$ cat src/rtl/mem_access_stage_if.sv
`default_nettype none
// ============================================================================
// Module      : mem_access_stage_if
// Description : Bundles the execute-side handshake, the write-back-side
//               handshake and the data-memory req/ack bus of the memory stage.
//               slave  - seen from the memory stage itself
//               master - seen from the surrounding pipeline / memory model
// Ports       : in_valid/in_ready + icode/valE/valA/valP      (execute side)
//               out_valid/out_ready + out_icode/out_valE/valM/mem_err
//                                                            (write-back side)
//               mem_req/mem_we/mem_addr/mem_wdata/mem_ack/mem_rdata
//                                                            (memory bus)
// Revision    : 1.0 - initial release
// ============================================================================
interface mem_access_stage_if #(
    parameter int DATA_WID = 64
);
    logic                in_valid;
    logic                in_ready;
    logic [3:0]          icode;
    logic [DATA_WID-1:0] valE;
    logic [DATA_WID-1:0] valA;
    logic [DATA_WID-1:0] valP;

    logic                out_valid;
    logic                out_ready;
    logic [3:0]          out_icode;
    logic [DATA_WID-1:0] out_valE;
    logic [DATA_WID-1:0] valM;
    logic                mem_err;

    logic                mem_req;
    logic                mem_we;
    logic [DATA_WID-1:0] mem_addr;
    logic [DATA_WID-1:0] mem_wdata;
    logic                mem_ack;
    logic [DATA_WID-1:0] mem_rdata;

    modport slave (
        input  in_valid, icode, valE, valA, valP,
        output in_ready,
        output out_valid, out_icode, out_valE, valM, mem_err,
        input  out_ready,
        output mem_req, mem_we, mem_addr, mem_wdata,
        input  mem_ack, mem_rdata
    );

    modport master (
        output in_valid, icode, valE, valA, valP,
        input  in_ready,
        input  out_valid, out_icode, out_valE, valM, mem_err,
        output out_ready,
        input  mem_req, mem_we, mem_addr, mem_wdata,
        output mem_ack, mem_rdata
    );
endinterface
`default_nettype wire

$ cat src/rtl/mem_access_stage.sv
`default_nettype none
// ============================================================================
// Module      : mem_access_stage
// Description : Y86 memory stage. Accepts one instruction at a time from
//               execute, performs at most one 8-byte data access over a
//               req/ack bus (with address range check and bus timeout) and
//               presents icode/valE/valM/mem_err to write-back.
// Ports       : clk  - clock, all state on rising edge
//               rst  - synchronous reset, active-high
//               bus  - mem_access_stage_if.slave (pipeline + memory bus)
// Revision    : 1.0 - initial release
// ============================================================================
module mem_access_stage #(
    parameter int DATA_WID = 64,
    parameter int MEM_SIZE = 8192,
    parameter int TIMEOUT  = 16
) (
    input  wire logic          clk,
    input  wire logic          rst,
    mem_access_stage_if.slave  bus
);

    localparam int                  c_cnt_w    = $clog2(TIMEOUT + 1);
    localparam logic [DATA_WID-1:0] c_max_addr = DATA_WID'(MEM_SIZE - 8);
    // Last REQ cycle before timeout: the count is compared before increment.
    localparam logic [c_cnt_w-1:0]  c_cnt_last = c_cnt_w'(TIMEOUT - 1);

    typedef enum logic [1:0] {
        S_IDLE = 2'd0,
        S_REQ  = 2'd1,
        S_DONE = 2'd2
    } state_t;

    state_t              r_state;
    logic [c_cnt_w-1:0]  r_cnt;
    logic                r_in_ready;
    logic                r_out_valid;
    logic [3:0]          r_icode;
    logic [DATA_WID-1:0] r_valE;
    logic [DATA_WID-1:0] r_valM;
    logic                r_err;
    logic                r_req;
    logic                r_we;
    logic [DATA_WID-1:0] r_addr;
    logic [DATA_WID-1:0] r_wdata;

    logic                w_has_acc;
    logic                w_we;
    logic [DATA_WID-1:0] w_addr;
    logic [DATA_WID-1:0] w_wdata;
    logic                w_range_err;

    // Access decode from the incoming icode; only used on capture.
    always_comb begin
        w_has_acc = 1'b0;
        w_we      = 1'b0;
        w_addr    = bus.valE;
        w_wdata   = bus.valA;
        case (bus.icode)
            4'h4, 4'hA: begin           // rmmovq, pushq
                w_has_acc = 1'b1;
                w_we      = 1'b1;
            end
            4'h8: begin                 // call: push return address
                w_has_acc = 1'b1;
                w_we      = 1'b1;
                w_wdata   = bus.valP;
            end
            4'h5: begin                 // mrmovq
                w_has_acc = 1'b1;
            end
            4'h9, 4'hB: begin           // ret, popq read from the old stack pointer
                w_has_acc = 1'b1;
                w_addr    = bus.valA;
            end
            default: ;
        endcase
        // Unsigned compare: wrapped (huge) addresses are rejected too.
        w_range_err = (w_addr > c_max_addr);
    end

    always_ff @(posedge clk) begin
        if (rst) begin
            r_state     <= S_IDLE;
            r_cnt       <= '0;
            r_in_ready  <= 1'b1;
            r_out_valid <= 1'b0;
            r_icode     <= '0;
            r_valE      <= '0;
            r_valM      <= '0;
            r_err       <= 1'b0;
            r_req       <= 1'b0;
            r_we        <= 1'b0;
            r_addr      <= '0;
            r_wdata     <= '0;
        end else begin
            case (r_state)
                S_IDLE: begin
                    if (bus.in_valid) begin
                        r_icode    <= bus.icode;
                        r_valE     <= bus.valE;
                        r_valM     <= '0;
                        r_err      <= 1'b0;
                        r_we       <= w_we;
                        r_addr     <= w_addr;
                        r_wdata    <= w_wdata;
                        r_cnt      <= '0;
                        r_in_ready <= 1'b0;
                        if (!w_has_acc) begin
                            r_state     <= S_DONE;
                            r_out_valid <= 1'b1;
                        end else if (w_range_err) begin
                            r_state     <= S_DONE;
                            r_out_valid <= 1'b1;
                            r_err       <= 1'b1;
                        end else begin
                            r_state <= S_REQ;
                            r_req   <= 1'b1;
                        end
                    end
                end
                S_REQ: begin
                    // Ack is checked first so it wins over a same-cycle timeout.
                    if (bus.mem_ack) begin
                        if (!r_we) begin
                            r_valM <= bus.mem_rdata;
                        end
                        r_req       <= 1'b0;
                        r_state     <= S_DONE;
                        r_out_valid <= 1'b1;
                    end else if (r_cnt == c_cnt_last) begin
                        r_req       <= 1'b0;
                        r_err       <= 1'b1;
                        r_valM      <= '0;
                        r_state     <= S_DONE;
                        r_out_valid <= 1'b1;
                    end else begin
                        r_cnt <= r_cnt + 1'b1;
                    end
                end
                S_DONE: begin
                    if (bus.out_ready) begin
                        r_state     <= S_IDLE;
                        r_out_valid <= 1'b0;
                        r_err       <= 1'b0;
                        r_in_ready  <= 1'b1;
                    end
                end
                default: begin
                    r_state     <= S_IDLE;
                    r_req       <= 1'b0;
                    r_out_valid <= 1'b0;
                    r_err       <= 1'b0;
                    r_in_ready  <= 1'b1;
                end
            endcase
        end
    end

    assign bus.in_ready  = r_in_ready;
    assign bus.out_valid = r_out_valid;
    assign bus.out_icode = r_icode;
    assign bus.out_valE  = r_valE;
    assign bus.valM      = r_valM;
    assign bus.mem_err   = r_err;
    assign bus.mem_req   = r_req;
    assign bus.mem_we    = r_we;
    assign bus.mem_addr  = r_addr;
    assign bus.mem_wdata = r_wdata;

endmodule
`default_nettype wire
$ cat src/flat_wrapper.sv
// flat-port wrapper written by rule: the top's interface ports become plain ports
module mem_access_stage_flat 
#(
    parameter int DATA_WID = 64,
    parameter int MEM_SIZE = 8192,
    parameter int TIMEOUT  = 16
)
  (clk, rst, bus_in_valid, bus_icode, bus_valE, bus_valA, bus_valP, bus_in_ready, bus_out_valid, bus_out_icode, bus_out_valE, bus_valM, bus_mem_err, bus_out_ready, bus_mem_req, bus_mem_we, bus_mem_addr, bus_mem_wdata, bus_mem_ack, bus_mem_rdata);
  mem_access_stage_if #(.DATA_WID(DATA_WID)) bus_i ();
  input  wire logic clk;
  input  wire logic rst;
  input wire logic [$bits(bus_i.in_valid)-1:0] bus_in_valid;
  input wire logic [$bits(bus_i.icode)-1:0] bus_icode;
  input wire logic [$bits(bus_i.valE)-1:0] bus_valE;
  input wire logic [$bits(bus_i.valA)-1:0] bus_valA;
  input wire logic [$bits(bus_i.valP)-1:0] bus_valP;
  output wire logic [$bits(bus_i.in_ready)-1:0] bus_in_ready;
  output wire logic [$bits(bus_i.out_valid)-1:0] bus_out_valid;
  output wire logic [$bits(bus_i.out_icode)-1:0] bus_out_icode;
  output wire logic [$bits(bus_i.out_valE)-1:0] bus_out_valE;
  output wire logic [$bits(bus_i.valM)-1:0] bus_valM;
  output wire logic [$bits(bus_i.mem_err)-1:0] bus_mem_err;
  input wire logic [$bits(bus_i.out_ready)-1:0] bus_out_ready;
  output wire logic [$bits(bus_i.mem_req)-1:0] bus_mem_req;
  output wire logic [$bits(bus_i.mem_we)-1:0] bus_mem_we;
  output wire logic [$bits(bus_i.mem_addr)-1:0] bus_mem_addr;
  output wire logic [$bits(bus_i.mem_wdata)-1:0] bus_mem_wdata;
  input wire logic [$bits(bus_i.mem_ack)-1:0] bus_mem_ack;
  input wire logic [$bits(bus_i.mem_rdata)-1:0] bus_mem_rdata;
  assign bus_i.in_valid = bus_in_valid;
  assign bus_i.icode = bus_icode;
  assign bus_i.valE = bus_valE;
  assign bus_i.valA = bus_valA;
  assign bus_i.valP = bus_valP;
  assign bus_in_ready = bus_i.in_ready;
  assign bus_out_valid = bus_i.out_valid;
  assign bus_out_icode = bus_i.out_icode;
  assign bus_out_valE = bus_i.out_valE;
  assign bus_valM = bus_i.valM;
  assign bus_mem_err = bus_i.mem_err;
  assign bus_i.out_ready = bus_out_ready;
  assign bus_mem_req = bus_i.mem_req;
  assign bus_mem_we = bus_i.mem_we;
  assign bus_mem_addr = bus_i.mem_addr;
  assign bus_mem_wdata = bus_i.mem_wdata;
  assign bus_i.mem_ack = bus_mem_ack;
  assign bus_i.mem_rdata = bus_mem_rdata;
  mem_access_stage #(.DATA_WID(DATA_WID), .MEM_SIZE(MEM_SIZE), .TIMEOUT(TIMEOUT)) u_core (.clk(clk), .rst(rst), .bus(bus_i));
endmodule
$ cat config.mk
export PLATFORM = sky130hd
export DESIGN_NAME = mem_access_stage_flat
export DESIGN_NICKNAME = d
export VERILOG_FILES = /design/src/rtl/mem_access_stage_if.sv /design/src/rtl/mem_access_stage.sv /design/src/flat_wrapper.sv
export SDC_FILE = /design/constraint.sdc
export NUM_CORES = 1
export LEC_CHECK = 0
export ABC_AREA = 1
export BUFFER_PORTS_ARGS = -buffer_cell sky130_fd_sc_hd__buf_2
export CAP_MARGIN = 20
export CORE_AREA = 2 2 204 206
export DETAILED_ROUTE_END_ITERATION = 8
export DIE_AREA = 0 0 206 208
export REMOVE_ABC_BUFFERS = 1
export SLEW_MARGIN = 20
export SYNTH_ARGS = -nofsm -noshare
export SYNTH_HDL_FRONTEND = slang
export SYNTH_SLANG_ARGS = --single-unit
$ cat constraint.sdc
create_clock -name clk -period 2.2 [get_ports clk]
set_input_delay 0.44 -clock clk [delete_from_list [all_inputs] [get_ports clk]]
set_output_delay 0.44 -clock clk [all_outputs]
set_load 0.005 [all_outputs]
==> results of run 1 <==
==> placed cells by master (no fill, tap or decap), types with 2 or more instances in the layout <==
master,instances
clkbuf_1,5
a31oi_1,25
ha_1,2
buf_2,528
o21ai_1,19
nor2_2,2
buf_4,76
nand2_1,288
o31ai_1,47
nor2_4,3
o21ai_0,131
bufinv_16,5
nand4_1,14
nor2_1,173
nand3_1,120
clkinv_2,5
a21oi_1,147
nor3_1,4
buf_12,17
inv_6,3
inv_1,60
diode_2,3
nand3b_1,64
clkbuf_16,35
clkbuf_8,9
dfxtp_1,272
==> power by group through the flow <==
stage / Sequential, mW / Clock [mW] / Combinational, mW
after floorplan: 5.65 / 0 / 1.02
after global placement: 5.61 / 0 / 2.43
after detailed placement: 5.63 / 0 / 2.45
after CTS: 5.52 / 5.68 / 2.45
after global routing: 5.56 / 5.88 / 2.84
final: 5.52 / 5.58 / 2.58
==> final cells by class <==
type | instances | area share
Antenna cell | 3 | 0.000463
Clock buffer | 45 | 0.0566
Clock inverter | 11 | 0.0116
Inverter | 65 | 0.0156
Multi-Input combinational cell | 1047 | 0.313
Sequential cell | 272 | 0.336
Tap cell | 532 | 0.0410
Timing Repair Buffer | 626 | 0.226
==> worst paths after layout <==
check             slack [ns]                            startpoint                                    to  cells after the start
setup / recovery        0.17          u_core.r_cnt[0]$_SDFFE_PP0P_      u_core.bus.valM[55]$_SDFFE_PP0P_                     13
hold / removal          0.12                     bus_mem_rdata[54]      u_core.bus.valM[54]$_SDFFE_PP0P_                      3
setup reg to reg        0.17          u_core.r_cnt[0]$_SDFFE_PP0P_      u_core.bus.valM[55]$_SDFFE_PP0P_                     13
hold reg to reg         0.46  u_core.bus.out_valE[11]$_SDFFE_PP0P_  u_core.bus.out_valE[11]$_SDFFE_PP0P_                      2
==> sequential cells by signal, indices dropped and copies added, names as in the netlist <==
name and cells:
u_core.bus.out_valE 64, u_core.bus.mem_addr 64, u_core.bus.mem_we 1, u_core.bus.mem_req 1, u_core.r_cnt 5, u_core.r_state 2
u_core.bus.mem_wdata 64, u_core.bus.in_ready 1, u_core.bus.out_valid 1, u_core.bus.valM 64, u_core.bus.mem_err 1, u_core.bus.out_icode 4
==> cell families after synthesis <==
| family | count (synthesis) | share of synthesized area |
|---|---|---|
| buffers and inverters | 187 | 0.0712 |
| AND/OR/NAND/NOR | 673 | 0.265 |
| adder cells (fa/ha/maj) | 2 | 0.00222 |
| AO/OA/AOI/OAI | 372 | 0.179 |
| flip-flops | 272 | 0.482 |
==> per-layer routing <==
| metal | vias up | global-route usage | wire length (µm) |
|---|---|---|---|
| met5 | - | 0 | 111 |
| met4 | 16 | 0.0744 | 1680 |
| met3 | 102 | 0.0669 | 4610 |
| met2 | 523 | 0.336 | 21700 |
| met1 | 5762 | 0.235 | 17900 |
| li1 | 6148 | - | - |
==> metrics by stage <==
| stage | setup WS, ns | utilization |
|---|---|---|
| 2_1_floorplan | -4.52 | - |
| 3_3_place_gp | -0.284 | 0.369 |
| 3_5_place_dp | -0.327 | 0.369 |
| 4_1_cts | 0.0784 | 0.396 |
| 5_1_grt | 0.0125 | 0.400 |
| 6_report | 0.166 | 0.400 |
==> worst min-delay path: stages <==
cell and delay (ns):
buf_2 0.09, nand3b_1 0.06, a21oi_1 0.05
==> timing repair <==
item,4_1_cts,5_1_grt
buffers inserted,0,1
gates resized for setup,0,2
setup endpoints to repair,0,31
==> summary.txt, run 1 <==
Place
  – HPWL Detailed: between 30,000 and 40,000 µm
  – GPL Wtd Cong: around 0.84
  – # port buffers: ~530
  – Inst Count DP: ~2,500
  – Placed inst area: roughly 15,000 µm²

Floorplan
  – Die Wd: 206 µm
  – Initial core utilization: 0.278
  – DIE AREA: 42,800 µm²
  – FP Rows: between 70 and 80
  – Ports: between 500 and 600
  – Die height: 208 µm
  – Core Region: approximately 41,000 µm²

CTS
  – CTS tree: yes
  – Clock Latency Late Sink: 0.58 ns
  – CTS max path bufs: 3
  – Root buffer cell: clkbuf_16
  – H-tree Lvls: 1
  – Clk slew on worst S/H paths: about 0.060 ns
  – CTS Buf Count: 31
  – CTS Sinks: about 270
  – # hold bufs at CTS: 0

Timing
  – Unrepaired setup endpoints after global routing: no
  – Slew HR: 0.468
  – Period utilization: 0.924
  – Clock Skews: roughly 0.013 ns
  – Worst hold margin: approximately 0.12 ns
  – Setup TNS: 0 ns
  – Final setup violation count: 0
  – Achievable Freq: roughly 0.49 GHz
  – Final Hold Viols: 0
  – Slew Viols, Final: 0
  – Final Critical Period: between 2 and 2.5 ns
  – Worst Tran Pin Value: roughly 0.80 ns

Final layout
  – Multi-input gate area in the final layout: a little over 5000 µm²
  – Syn-to-layout area delta: 43.7%
  – Sequential cell area: 5450 µm²
  – Design Area, Final: between 15,000 and 20,000 µm²
  – Non-Filler Instances: between 2,000 and 3,000
  – Layout net count: around 2,300
  – Fillcell total: between 4,000 and 5,000
  – Layout cell share with drive strength beyond 1: 0.334

Setup path
  – Worst Setup Start Kind: flip-flop
  – WP data arrival: between 2 and 3 ns
  – Max FO, Critical Path: 9
  – CP required: around 2.7 ns
  – Critical path's slowest cell: dfxtp_1
  – Setup crit end kind: flip-flop
  – Largest stage delay, worst path: roughly 0.36 ns
  – Crit Path Category: reg2reg
  – Crit-path cells: ha_1 -> nand2_1 -> nor2_1 -> ha_1 -> nor2_2 -> inv_1 -> nor2_4 -> inv_1 -> o211ai_4 -> buf_12 -> buf_12 -> nand3b_1 -> a21oi_2
  – CP bufs+invs: 4
  – Crit path max-delay family: simple AND/OR/NAND/NOR gates

Synthesis
  – Asr flop ratio synth: 0
  – EDFF count, synth: 0
  – Post-synth top area share: 0.482
  – Main synth FF type: dfxtp_1
  – Sequential-to-total area share from yosys stat: 0.482
  – Synth Instances: between 1,500 and 2,000
  – Top post-synthesis cells by area: dfxtp_1, nand2_1, a21oi_1
  – Yosys top cell by area: dfxtp_1
  – Library cells used by synthesis: 28
  – Most frequent cell after synthesis: nand2_1
  – Leading cell types by count after synthesis: nand2_1, dfxtp_1, nor2_1
  – Syn. warnings: 0
  – Mapped Area: 11,300 µm²
  – #FFs+latches synth: 272
  – Avg Cell Area, Syn: roughly 7.5 µm²

Global routing
  – All-Layer GR Usage: 0.200
  – Total gr overflow: 0
  – First-pass GRT wire length: 67,400 µm
  – Largest net degree at the start of global routing: 128
  – Number of global-route vias before repair: approximately 12,000
  – Initial antenna violation count: 11

Job
  – Max cap viols: 0

Pwr
  – Reg power frac: 0.403
  – Clock power frac: 0.408
  – Psw: 3.78 mW
  – Pwr Total: between 10 and 15 mW
  – Switching fraction of total power: 0.276
  – Combinational group share of total power: 0.189
  – Pwr dens: ~840 nW/µm²
  – VDD IR max: 0.471 mV
  – Leak pwr: 7.67 nW
  – Int Power: ~10 mW

Routing
  – Remaining DRCs: 0
  – Final ANT Viol Nets: 0
  – First DRT Iteration DRCs: 820
  – Drt wl/cell: 17.7 µm
  – Vias per cell: 4.83
  – 1st-pass router iterations: 7
  – Total number of vias: roughly 13,000
  – Total Routed Length: roughly 46,000 µm

Run status
  – Status: completed

Min path
  – HP Class: in2reg
No activity file was read; power rests on OpenSTA's default activity.
==> run 2: changes to the inputs <==
--- a/config.mk
+++ b/config.mk
@@ -11,6 +11,7 @@
 export CORE_AREA = 2 2 204 206
 export DETAILED_ROUTE_END_ITERATION = 8
 export DIE_AREA = 0 0 206 208
+export GPL_TIMING_DRIVEN = 0
 export REMOVE_ABC_BUFFERS = 1
 export SLEW_MARGIN = 20
 export SYNTH_ARGS = -nofsm -noshare
==> run 2 against run 1 <==
Effect of this change:
- global-route usage is essentially flat
- setup slack lost 0.075 ns
- combinational power grew 3%
- maximum frequency shrank 3.6%
- sequential power is essentially flat
- critical endpoint is now u_core.bus.valM[28]$_SDFFE_PP0P_
- largest cell class unchanged
==> summary.txt, run 2 (same netlist as run 1, synthesis figures left out) <==
Run status
  – Status: completed

Global routing
  – Met2 Usage GRT: 0.344
  – All-Layer GR Usage: 0.200
  – GRT Max-Usage Layer: met2
  – Met3 Resource Use GR: 0.0518
  – Largest net degree at the start of global routing: about 110
  – First-pass GRT wire length: around 68,000 µm
  – Met1 GRT Util: 0.240
  – Initial antenna violation count: 7
  – Total gr overflow: 0
  – Number of global-route vias before repair: roughly 12,000

Setup path
  – Crit Path Category: reg2reg
  – R2R setup slack: around 0.091 ns
  – Largest stage delay, worst path: ~0.34 ns
  – WP data arrival: about 2.5 ns
  – CP required: between 2 and 3 ns
  – CP most frequent cell: nor2_4
  – Worst Setup Start Kind: flip-flop
  – Setup crit end kind: flip-flop
  – Critical path's slowest cell: dfxtp_2
  – Max FO, Critical Path: 10
  – Crit-path cells: ha_4 -> nand2_2 -> nor2_2 -> ha_2 -> nor2_4 -> inv_2 -> nor2_4 -> inv_4 -> o211ai_4 -> buf_8 -> buf_16 -> bufbuf_16 -> nand3b_1 -> a21oi_1

Final layout
  – Most common cell after layout, fill and taps aside: buf_2
  – Design Area, Final: about 16,000 µm²
  – Layout cell share with drive strength beyond 1: 0.327
  – Non-Filler Instances: 2,549
  – Most frequent cells in the layout: buf_2, nand2_1, dfxtp_1
  – Layout net count: ~2,300
  – Syn-to-layout area delta: 41.7%

Pwr
  – Clock power frac: 0.377
  – Leak pwr: 7.47 nW
  – Switching fraction of total power: 0.284
  – Int Power: 9.40 mW
  – Combinational group share of total power: 0.203
  – Pwr dens: between 800 and 900 nW/µm²
  – VDD IR max: between 0.7 and 0.8 mV
  – Reg power frac: 0.420
  – Psw: between 3 and 4 mW

Place
  – HPWL Detailed: ~32,000 µm
  – Inst Count DP: between 2,000 and 2,500
  – # port buffers: approximately 530
  – GPL Wtd Cong: 0.810
  – Placed inst area: roughly 14,000 µm²

Job
  – Max cap viols: 0

CTS
  – CTS max path bufs: 3
  – CTS tree: yes
  – CTS Sinks: 272
  – CTS Buf Count: 30
  – Root buffer cell: clkbuf_16
  – Clk slew on worst S/H paths: 0.06 ns
  – Clock Latency Late Sink: approximately 0.56 ns
  – H-tree Lvls: 1

Floorplan
  – Initial core utilization: 0.278
  – Ports: between 500 and 600
  – FP Rows: 74
  – Die height: 208 µm
  – Core Region: ~40,000 µm²
  – Die Wd: around 200 µm
  – DIE AREA: around 43,000 µm²

Timing
  – Final setup violation count: 0
  – Clock Skews: 0.0120 ns
  – Slew HR: 0.645
  – Final Critical Period: 2.11 ns
  – Period utilization: 0.959
  – Final Hold Viols: 0
  – Worst Tran Pin Value: ~0.53 ns
  – Slew Viols, Final: 0
  – Worst hold margin: ~0.13 ns
  – Achievable Freq: 0.474 GHz

Routing
  – Remaining DRCs: 0
  – Total number of vias: roughly 12,000
  – 1st-pass router iterations: 5
  – Vias per cell: about 4.9
  – Total Routed Length: ~46,000 µm
  – Drt wl/cell: 18.0 µm
  – First DRT Iteration DRCs: around 730
  – Final ANT Viol Nets: 0

Min path
  – HP Class: in2reg
## run 2: cell types whose count changed in the layout (fill, tap and decap cells not counted), sizes merged
cell    before  now
nand3      121  122
bufinv       5    0
bufbuf       0    3
clkbuf      49   47
buf        622  570
clkinv       6    8
o211ai       1    2
## run 2: worst max-delay path, delay by kind of cell, from the launching register on
| kind | cells | cell delay (ns) |
|---|---|---|
| AO/OA/AOI/OAI | 2 | 0.15 |
| adder cells (fa/ha/maj) | 2 | 0.35 |
| buffers and inverters | 5 | 0.65 |
| flip-flops | 1 | 0.34 |
| AND/OR/NAND/NOR | 5 | 0.46 |
## run 2: layout make-up
| class | count | area (µm²) |
|---|---|---|
| diodes | 3 | 7.51 |
| clock buffers | 46 | 932 |
| clock inverters | 8 | 43.8 |
| fillers | 4246 | 24600 |
| inverters | 65 | 277 |
| multi-input cells | 1049 | 5180 |
| flip-flops and latches | 272 | 5450 |
| well taps | 532 | 666 |
| repair buffers | 574 | 3440 |
## run 2: per-layer routing
metal	up-vias	routed length (µm)
met5	-	47
met4	8	1320
met3	78	4220
met2	547	21900
met1	5799	18300
li1	6050	-
## run 2: metrics by stage
step	util	setup TNS, ns	worst slack (ns)	power, mW
6_report	0.394	0	0.0911	13.1
5_1_grt	0.394	-0.00703	-0.00703	13.7
4_1_cts	0.391	0	0.00235	13.2
3_5_place_dp	0.357	-86.04	-1.67	7.96
3_3_place_gp	0.346	-2020.91	-10.39	7.80
2_1_floorplan	-	-859.65	-4.52	6.67
## run 2: what timing repair did
| action | in CTS | in global routing |
|---|---|---|
| endpoints found under the setup margin | 169 | 121 |
| buffers inserted | 19 | 4 |
| gates cloned | 7 | 1 |
| hold buffers | 0 | 0 |
| pin swaps | 6 | 7 |
| gates resized for setup | 15 | 26 |
## run 2: power by group through the flow
stage	clock, mW	sequential [mW]	combinational [mW]
global placement	0	5.60	2.20
global route	5.26	5.56	2.92
floorplan	0	5.65	1.02
CTS	5.07	5.51	2.63
finish	4.95	5.52	2.67
detailed placement	0	5.62	2.35
## run 2: path summary, 6_finish.rpt
check                                             from                                   end  cells after the start
setup reg to reg          u_core.r_cnt[1]$_SDFFE_PP0P_      u_core.bus.valM[28]$_SDFFE_PP0P_                     14
hold / removal                            bus_valE[37]  u_core.bus.out_valE[37]$_SDFFE_PP0P_                      3
setup / recovery          u_core.r_cnt[1]$_SDFFE_PP0P_      u_core.bus.valM[28]$_SDFFE_PP0P_                     14
hold reg to reg   u_core.bus.out_valE[62]$_SDFFE_PP0P_  u_core.bus.out_valE[62]$_SDFFE_PP0P_                      2
